`src/rtl/coreahbtoapb3_apb3_responder_pkg.sv`:
```
// Shared constants for the APB3 responder slice.
// State codes, data width and default ID word.
package coreahbtoapb3_apb3_responder_pkg;

  localparam int APB_DW = 32;

  localparam logic [APB_DW-1:0] DEF_ID_VALUE = 32'hA5B3_0001;

  localparam logic [1:0] ST_IDLE = 2'b00;
  localparam logic [1:0] ST_WAIT = 2'b01;
  localparam logic [1:0] ST_RESP = 2'b10;

endpackage

```
`src/rtl/coreahbtoapb3_apb3_regbank.sv`:
```
// Register array for the APB3 responder.
// Index 0 is the constant ID word; 1..NUM_REGS-1 are writable.
module coreahbtoapb3_apb3_regbank
  import coreahbtoapb3_apb3_responder_pkg::*;
#(
  parameter int                IDX_W    = 10,
  parameter int                NUM_REGS = 8,
  parameter logic [APB_DW-1:0] ID_VALUE = DEF_ID_VALUE
) (
  input  logic                         HCLK,
  input  logic                         HRESETN,
  input  logic                         we,
  input  logic [IDX_W-1:0]             widx,
  input  logic [APB_DW-1:0]            wdata,
  input  logic [IDX_W-1:0]             ridx,
  output logic [APB_DW-1:0]            rdata,
  output logic                         ridx_ok,
  output logic [NUM_REGS*APB_DW-1:0]   regs_out
);

  logic [APB_DW-1:0] regs [1:NUM_REGS-1];

  always_ff @(posedge HCLK or negedge HRESETN) begin
    if (!HRESETN) begin
      for (int i = 1; i < NUM_REGS; i++)
        regs[i] <= '0;
    end else if (we) begin
      for (int i = 1; i < NUM_REGS; i++)
        if (widx == IDX_W'(i))
          regs[i] <= wdata;
    end
  end

  always_comb begin
    rdata = '0;
    if (ridx == '0)
      rdata = ID_VALUE;
    for (int i = 1; i < NUM_REGS; i++)
      if (ridx == IDX_W'(i))
        rdata = regs[i];
  end

  assign ridx_ok = (32'(ridx) < 32'(NUM_REGS));

  always_comb begin
    regs_out = '0;
    regs_out[APB_DW-1:0] = ID_VALUE;
    for (int i = 1; i < NUM_REGS; i++)
      regs_out[i*APB_DW +: APB_DW] = regs[i];
  end

endmodule

```
`src/rtl/coreahbtoapb3_apb3_responder.sv`:
```
// APB3 completer: register bank with fixed wait states,
// PSLVERR on illegal accesses and a sticky protocol-error flag.
module coreahbtoapb3_apb3_responder
  import coreahbtoapb3_apb3_responder_pkg::*;
#(
  parameter int                ADDR_WIDTH  = 12,
  parameter int                NUM_REGS    = 8,
  parameter int                WAIT_STATES = 0,
  parameter logic [APB_DW-1:0] ID_VALUE    = DEF_ID_VALUE
) (
  input  logic                        HCLK,
  input  logic                        HRESETN,
  input  logic                        PSEL,
  input  logic                        PENABLE,
  input  logic                        PWRITE,
  input  logic [ADDR_WIDTH-1:0]       PADDR,
  input  logic [APB_DW-1:0]           PWDATA,
  output logic [APB_DW-1:0]           PRDATA,
  output logic                        PREADY,
  output logic                        PSLVERR,
  output logic                        PROTOERR,
  output logic [NUM_REGS*APB_DW-1:0]  REGS_OUT
);

  localparam int IDX_W = ADDR_WIDTH - 2;

  logic [1:0]            state;
  logic [3:0]            cnt;
  logic                  c_wr;
  logic                  c_err;
  logic [ADDR_WIDTH-1:0] c_addr;
  logic [APB_DW-1:0]     c_data;

  logic [IDX_W-1:0]  idx;
  logic [APB_DW-1:0] rdata;
  logic              idx_ok;
  logic              dec_err;
  logic              setup;
  logic              access;
  logic              held;
  logic              we;
  logic [APB_DW-1:0] rsp_data;

  assign idx     = PADDR[ADDR_WIDTH-1:2];
  assign setup   = PSEL & ~PENABLE;
  assign access  = PSEL & PENABLE;
  assign held    = access & (PADDR == c_addr) & (PWRITE == c_wr);
  assign dec_err = ~idx_ok | (PWRITE & (idx == '0));

  // PADDR/PWRITE equal the captured values whenever a response is issued
  assign rsp_data = (dec_err | PWRITE) ? '0 : rdata;

  assign we = (state == ST_RESP) & held & c_wr & ~c_err;

  coreahbtoapb3_apb3_regbank #(
    .IDX_W    (IDX_W),
    .NUM_REGS (NUM_REGS),
    .ID_VALUE (ID_VALUE)
  ) u_regbank (
    .HCLK     (HCLK),
    .HRESETN  (HRESETN),
    .we       (we),
    .widx     (c_addr[ADDR_WIDTH-1:2]),
    .wdata    (c_data),
    .ridx     (idx),
    .rdata    (rdata),
    .ridx_ok  (idx_ok),
    .regs_out (REGS_OUT)
  );

  always_ff @(posedge HCLK or negedge HRESETN) begin
    if (!HRESETN) begin
      state    <= ST_IDLE;
      cnt      <= '0;
      c_wr     <= 1'b0;
      c_err    <= 1'b0;
      c_addr   <= '0;
      c_data   <= '0;
      PREADY   <= 1'b0;
      PRDATA   <= '0;
      PSLVERR  <= 1'b0;
      PROTOERR <= 1'b0;
    end else begin
      PREADY  <= 1'b0;
      PRDATA  <= '0;
      PSLVERR <= 1'b0;
      case (state)
        ST_IDLE: begin
          if (access) begin
            PROTOERR <= 1'b1;
          end else if (setup) begin
            c_wr   <= PWRITE;
            c_addr <= PADDR;
            c_data <= PWDATA;
            c_err  <= dec_err;
            if (WAIT_STATES == 0) begin
              state   <= ST_RESP;
              PREADY  <= 1'b1;
              PSLVERR <= dec_err;
              PRDATA  <= rsp_data;
            end else begin
              cnt   <= 4'(WAIT_STATES);
              state <= ST_WAIT;
            end
          end
        end
        ST_WAIT: begin
          if (!held) begin
            PROTOERR <= 1'b1;
            state    <= ST_IDLE;
          end else if (cnt == 4'd1) begin
            state   <= ST_RESP;
            PREADY  <= 1'b1;
            PSLVERR <= c_err;
            PRDATA  <= rsp_data;
          end else begin
            cnt <= cnt - 4'd1;
          end
        end
        ST_RESP: begin
          if (!held)
            PROTOERR <= 1'b1;
          state <= ST_IDLE;
        end
        default: state <= ST_IDLE;
      endcase
    end
  end

endmodule
```
`config.mk`:
```
export PLATFORM = sky130hd
export DESIGN_NAME = coreahbtoapb3_apb3_responder
export DESIGN_NICKNAME = d
export VERILOG_FILES = /design/src/rtl/coreahbtoapb3_apb3_responder_pkg.sv /design/src/rtl/coreahbtoapb3_apb3_regbank.sv /design/src/rtl/coreahbtoapb3_apb3_responder.sv
export SDC_FILE = /design/constraint.sdc
export NUM_CORES = 1
export LEC_CHECK = 0
export ABC_AREA = 1
export CAP_MARGIN = 20
export CORE_MARGIN = 2
export CORE_UTILIZATION = 32
export DETAILED_ROUTE_END_ITERATION = 10
export GPL_ROUTABILITY_DRIVEN = 0
export GPL_TIMING_DRIVEN = 1
export PLACE_DENSITY = 0.6
export RECOVER_POWER = 25
export REMOVE_ABC_BUFFERS = 1
export SYNTH_ARGS = -nofsm -noshare
export SYNTH_HDL_FRONTEND = slang
export SYNTH_SLANG_ARGS = --single-unit
```
`constraint.sdc`:
```
create_clock -name HCLK -period 4.64 [get_ports HCLK]
set_input_delay 0.928 -clock HCLK [delete_from_list [all_inputs] [get_ports HCLK]]
set_output_delay 0.928 -clock HCLK [all_outputs]
set_load 0.02 [all_outputs]
```
==> results of run 1 <==
==> cells in the mapped netlist <==
cell type / number / share of area, %
inv_1: 208 / 5.4
nand3_2: 1 / 0.070
nor3_2: 1 / 0.070
conb_1: 2 / 0.052
a21oi_2: 1 / 0.061
a21oi_1: 49 / 1.7
nand3b_1: 10 / 0.52
nand3_1: 113 / 3.9
nor2_8: 1 / 0.14
buf_4: 33 / 1.7
nand4_2: 1 / 0.087
buf_2: 49 / 1.7
nand2_1: 505 / 13
o21ai_1: 160 / 5.6
clkbuf_1: 53 / 1.4
nand2_2: 2 / 0.087
nor2_1: 37 / 0.97
and3_1: 1 / 0.044
buf_1: 4 / 0.10
nand3_4: 4 / 0.49
nand4_1: 74 / 3.2
o21ai_0: 102 / 3.6
dfrtp_1: 306 / 53
clkinv_1: 1 / 0.026
inv_2: 9 / 0.24
o2111ai_1: 28 / 1.7
nor3_1: 7 / 0.24
nor2_2: 5 / 0.22
==> state kept, by name, summed over array words and instances (netlist names) <==
register            flops
PRDATA                 32
PREADY                  1
PROTOERR                1
PSLVERR                 1
c_addr                 12
c_data                 32
c_err                   1
c_wr                    1
state                   1
u_regbank.regs_out    224
==> power by group through the flow <==
stage               sequential, W  clock [W]  combinational [W]
finish                    0.00278    0.00289           0.000474
global route              0.00278    0.00306           0.000525
CTS                       0.00277    0.00294           0.000473
detailed placement        0.00282          0           0.000470
global placement          0.00282          0           0.000464
floorplan                 0.00281          0           0.000228
==> per-stage QoR <==
| step | hold slack (ns) | utilization [%] |
|---|---|---|
| after detailed placement | 0.473 | 40.5 |
| after floorplan | 0.459 | - |
| after global routing | 0.499 | 43.2 |
| after CTS | 0.483 | 43.2 |
| after global placement | 0.462 | 40.5 |
| final | 0.478 | 43.2 |
==> worst paths after layout <==
path,to,slack [ns],cells after the start
min reg2reg,PROTOERR$_DFFE_PN0P_,0.48,2
min in group asynchronous,c_addr[9]$_DFFE_PN0P_,1.41,1
max reg2reg,u_regbank.regs_out[74]$_DFFE_PN0P_,1.92,9
min,PROTOERR$_DFFE_PN0P_,0.48,2
max,PRDATA[24]$_DFF_PN0_,1.40,10
max in group asynchronous,u_regbank.regs_out[89]$_DFFE_PN0P_,1.41,1
==> area by class of cell <==
cell class / instances / area [sq um] / area share, %
timing repair buffer: 336 / 3310 / 17.4
clock buffer: 54 / 1120 / 5.86
multi-input combinational: 1134 / 5350 / 28.0
sequential: 306 / 7660 / 40.1
clock inverter: 11 / 96.3 / 0.505
inverter: 218 / 818 / 4.29
tap: 592 / 741 / 3.88
==> logic make-up after synthesis <==
logic type             Yosys count  share of synthesized area, %
AND/OR/NAND/NOR                762                          23.3
buffers and inverters          357                          10.6
AO/OA/AOI/OAI                  340                          12.6
flip-flops                     306                          53.4
other                            2                        0.0523
==> per-layer routing <==
metal,vias to the layer above,share of wire (%)
met3,118,8.6
met2,639,45
met1,6524,43
met5,-,0.030
met4,2,3.1
li1,6222,-
==> worst min-delay path, cell delays in order, from the launching register on <==
cell     delay, ns
dfrtp_1       0.35
inv_1         0.04
nand2_1       0.05
==> results.toml, run 1 <==
[setup_path]
endpoint_kind = "flip-flop"
crit_family = "simple AND/OR/NAND/NOR gates"
setup.worst_path.start = "PADDR[11]"
path_cells = "clkdlybuf4s50_1 > nor2_2 > nand3_1 > nor2_4 > nand3_2 > inv_1 > nand2_1 > nand4_1 > nand2_1 > inv_1"
crit_path_top_delay_cell = "inv_1"
reg2reg_from = "c_addr[9]$_DFFE_PN0P_"
start_kind = "input port"
cp.required_ns = 5.12
crit_arrival_ns = 3.72
cp.buffers_inverters = 3
critical_path.max_fanout = 18
max_stage_delay_ns = 0.72
criticalPathCategory = "input port to flip-flop"

[routing]
routedWlPerCell_um = 20.5
first_pass_iters = 7
drt_wl_total_um = 54200
routed-via-count = 13500
route.detailed.drc = 0
drt-initial-drc-count = 1254
antenna_violating_nets_post_route = 0
via_per_inst = 5.09

[die]
die_h_um = 216
start_util_pct = 32.4
core_sq_um = 44200
fp.dieArea_sq_um = 46500
pin_count = 340
rows = 77
die_x_um = 216

[clocking]
postCtsHoldBufs = 0
path_clk_slew_ns = 0.06
cts_buffers = 36
root_buffer = "clkbuf_16"
cts_tree = "yes"
cts_htree_levels = 2
post_cts_resized = 0
cts_sinks = 306
cts_setup_buffers = 0
clock_path_buffers = 3
clock_latency_ns = 0.55

[layout]
final_common_cell = "nand2_1"
num-fill-cells = 4354
areaGrowthSynthToFinish_pct = 33.1
most-common-layout-cells = "nand2_1 (505), dfrtp_1 (306), clkdlybuf4s50_1 (303), inv_1 (205), o21ai_1 (160)"
diodes = 0
fin_nets = 2081
drive_above_1_share_pct = 6.31
stdcell_area_sq_um = 19100
instances_no_fill = 2651

[hold_path]
hold_path.class = "flip-flop to flip-flop"
min_from = "PROTOERR$_DFFE_PN0P_"

[flow_run]
cap_violations = 1

[power]
powerDensity_nw_per_um2 = 322
p_total_w = 0.00614
combPwrFrac_pct = 7.7
switching_share_pct = 25.7
power.share.clock_pct = 47.1
switching_power_w = 0.00158
p_leak_nw = 8.88
ir_worst_vdd_uv = 174
p_seq_share_pct = 45.2
internal_power_w = 0.00456

[timing]
fin_skew_ns = 0.0133
setup_tns_ns = 0
period_minus_slack_ns = 3.24
hold_violations = 0
timing.final.crit_share_pct = 69.8
final-setup-viol-count = 0
rsz0062_at_grt = "no"
worst_slack_ns = 1.40
drv_slew = 112
max_freq_mhz = 309
worst_pin_slew_ns = 3.13
relSlewSlack_pct = -109

[placement]
dp_slack_ns = 0.855
portBuffers = 307
placed_cells = 2586
place_area_sq_um = 17900
dpl.hpwl_um = 35000

[grt]
grt_overflow = 0
met2_usage_pct = 36.5
grt_pass1_wl_um = 82600
grt_max_degree = 114
grtUsageTotal_pct = 23.2
busiest_layer = "met2"
use_met3_pct = 5.43
met1_usage_pct = 31.3
antenna_found_initial = 1
grt_pass1_vias = 13500

[synth]
syn-cell-area_sq_um = 14300
ys_ff_latch = 306
ys.warnings.count = 0
synthCells = 1767
seq_area_frac_synth_pct = 53.4
avgSynthCellArea_sq_um = 8.12
synth.distinct_cells = 28

[run_status]
run_status = "finished with violations"
violations = "max-capacitance violations, max-slew violations"
(Power assumes the default switching activity.)
==> run 2: changes to the inputs <==
--- a/config.mk
+++ b/config.mk
@@ -12,7 +12,7 @@
 export DETAILED_ROUTE_END_ITERATION = 10
 export GPL_ROUTABILITY_DRIVEN = 0
 export GPL_TIMING_DRIVEN = 1
-export PLACE_DENSITY = 0.6
+export PLACE_DENSITY = 0.63
 export RECOVER_POWER = 25
 export REMOVE_ABC_BUFFERS = 1
 export SYNTH_ARGS = -nofsm -noshare
==> constraint.sdc (replaced) <==
create_clock -name HCLK -period 2.8 [get_ports HCLK]
set_input_delay 0.56 -clock HCLK [delete_from_list [all_inputs] [get_ports HCLK]]
set_output_delay 0.56 -clock HCLK [all_outputs]
set_load 0.02 [all_outputs]
==> results.toml, run 2 (same netlist as run 1, synthesis figures left out) <==
[setup_path]
path_cells = "clkdlybuf4s50_1"
crit_arrival_ns = 1.69
r2r.worst_path.cells = 7
critical_path.max_fanout = 3
cp.required_ns = 2.24
cp.buffers_inverters = 1
crit_path_top_delay_cell = "clkdlybuf4s50_1"
crit_family = "buffers and inverters"
max_stage_delay_ns = 0.74
cp.depth = 1
criticalPathCategory = "flip-flop to primary output"
endpoint_kind = "primary output"
start_kind = "flip-flop"

[timing]
final-setup-viol-count = 0
period_minus_slack_ns = 2.25
relSlewSlack_pct = 20.2
rsz0062_at_grt = "no"
worst_pin_slew_ns = 1.20
drv_slew = 0
timing.final.crit_share_pct = 80.2
max_freq_mhz = 445
setup_tns_ns = 0
fin_skew_ns = 0.0219
hold_violations = 0

[flow_run]
cap_violations = 0

[layout]
diodes = 0
areaGrowthSynthToFinish_pct = 37.0
largest_register_ffs = 224
drive_above_1_share_pct = 7.98
most-common-layout-cells = "nand2_1 (505), dfrtp_1 (306), clkdlybuf4s50_1 (303), inv_1 (205), o21ai_1 (160)"
final_common_cell = "nand2_1"
fin_nets = 2127

[routing]
drt-initial-drc-count = 1548
routedWlPerCell_um = 21.2
route.met2.wl_um = 26400
antenna_violating_nets_post_route = 0
drt_wl_total_um = 57100
route.detailed.drc = 0
via_per_inst = 5.12
wl_met3_um = 4830
dr.max_layer_used = "met4"
routed-via-count = 13800
first_pass_iters = 6
drt-met1-wl_um = 24200

[clocking]
path_clk_slew_ns = 0.06
cts_setup_buffers = 0
clock_latency_ns = 0.56
clock_path_buffers = 3
cts_sinks = 306
cts_tree = "yes"
root_buffer = "clkbuf_16"
cts_htree_levels = 2
post_cts_resized = 0
cts_buffers = 36

[grt]
grt_pass1_vias = 13600
grt_pass1_wl_um = 85900
grtUsageTotal_pct = 24.5
antenna_found_initial = 0
grt_overflow = 0
grt_max_degree = 94

[die]
rows = 77
fp.dieArea_sq_um = 46500
pin_count = 340
start_util_pct = 32.4
die_h_um = 216
core_sq_um = 44200
die_x_um = 216

[hold_path]
hold_path.class = "input port to flip-flop"
hold_depth = 3

[placement]
portBuffers = 307
dpl.hpwl_um = 39000

[power]
ir_worst_vdd_uv = 304
p_total_w = 0.0104
p_leak_nw = 9.20
powerDensity_nw_per_um2 = 529

[run_status]
run_status = "completed"
## run 2: cell types whose count changed in the layout (fill, tap and decap cells not counted), moves of 2 or more
cell	delta
clkbuf_1	+6
bufinv_16	+3
clkinvlp_4	-2
buf_4	+24
clkbuf_8	-5
clkinv_2	+3
buf_12	+14
## run 2: stage by stage
step           instance area, sq um  util (%)  hold slack [ns]  setup WS [ns]  instances
3_3_place_gp                  18400      41.7            0.455          0.145       2631
5_1_grt                       19700      44.4            0.422          0.255       2697
2_1_floorplan                 13800         -            0.264          -1.41       1658
3_5_place_dp                  18400      41.7            0.453          0.113       2631
6_report                      19700      44.4            0.412          0.554       2697
4_1_cts                       19700      44.5            0.373          0.502       2697
## run 2: timing repair
action                                  4_1_cts  5_1_grt
hold buffers                                  1        0
hold endpoints to repair                     52        0
endpoints found under the setup margin        0        0
## run 2: layer usage
layer / vias to the layer above / global-route usage [%]
met3: 123 / 4.64
met4: 0 / 8.83
met2: 682 / 38.5
met1: 6676 / 33.6
met5: - / 0
li1: 6324 / -
## run 2: layout make-up
class	count	area, sq um
multi-input cells	1134	5360
flip-flops and latches	306	7660
clock buffers	50	1050
inverters	218	818
well taps	592	741
repair buffers	382	3830
fillers	4372	24600
clock inverters	15	186
## run 2: worst paths after layout
| path | slack (ns) | end | from |
|---|---|---|---|
| worst max-delay path | 0.55 | REGS_OUT[131] | u_regbank.regs_out[131]$_DFFE_PN0P_ |
| worst min-delay path | 0.41 | c_addr[4]$_DFFE_PN0P_ | PADDR[4] |
| worst max register to register | 0.73 | u_regbank.regs_out[243]$_DFFE_PN0P_ | c_addr[9]$_DFFE_PN0P_ |
| worst min register to register | 0.46 | PROTOERR$_DFFE_PN0P_ | PROTOERR$_DFFE_PN0P_ |
| max in group asynchronous | 0.62 | u_regbank.regs_out[54]$_DFFE_PN0P_ | HRESETN |
| min in group asynchronous | 0.55 | PRDATA[30]$_DFF_PN0_ | HRESETN |
## run 2: worst min-delay path: stages
cell and delay, ns:
buf_2 0.19, nand2_1 0.09, o21ai_0 0.07
## run 2: power breakdown
group          total, W  internal [W]  switching [W]
sequential      0.00460       0.00453      0.0000659
clock           0.00497       0.00301        0.00196
combinational  0.000828      0.000181       0.000647
total            0.0104       0.00772        0.00267
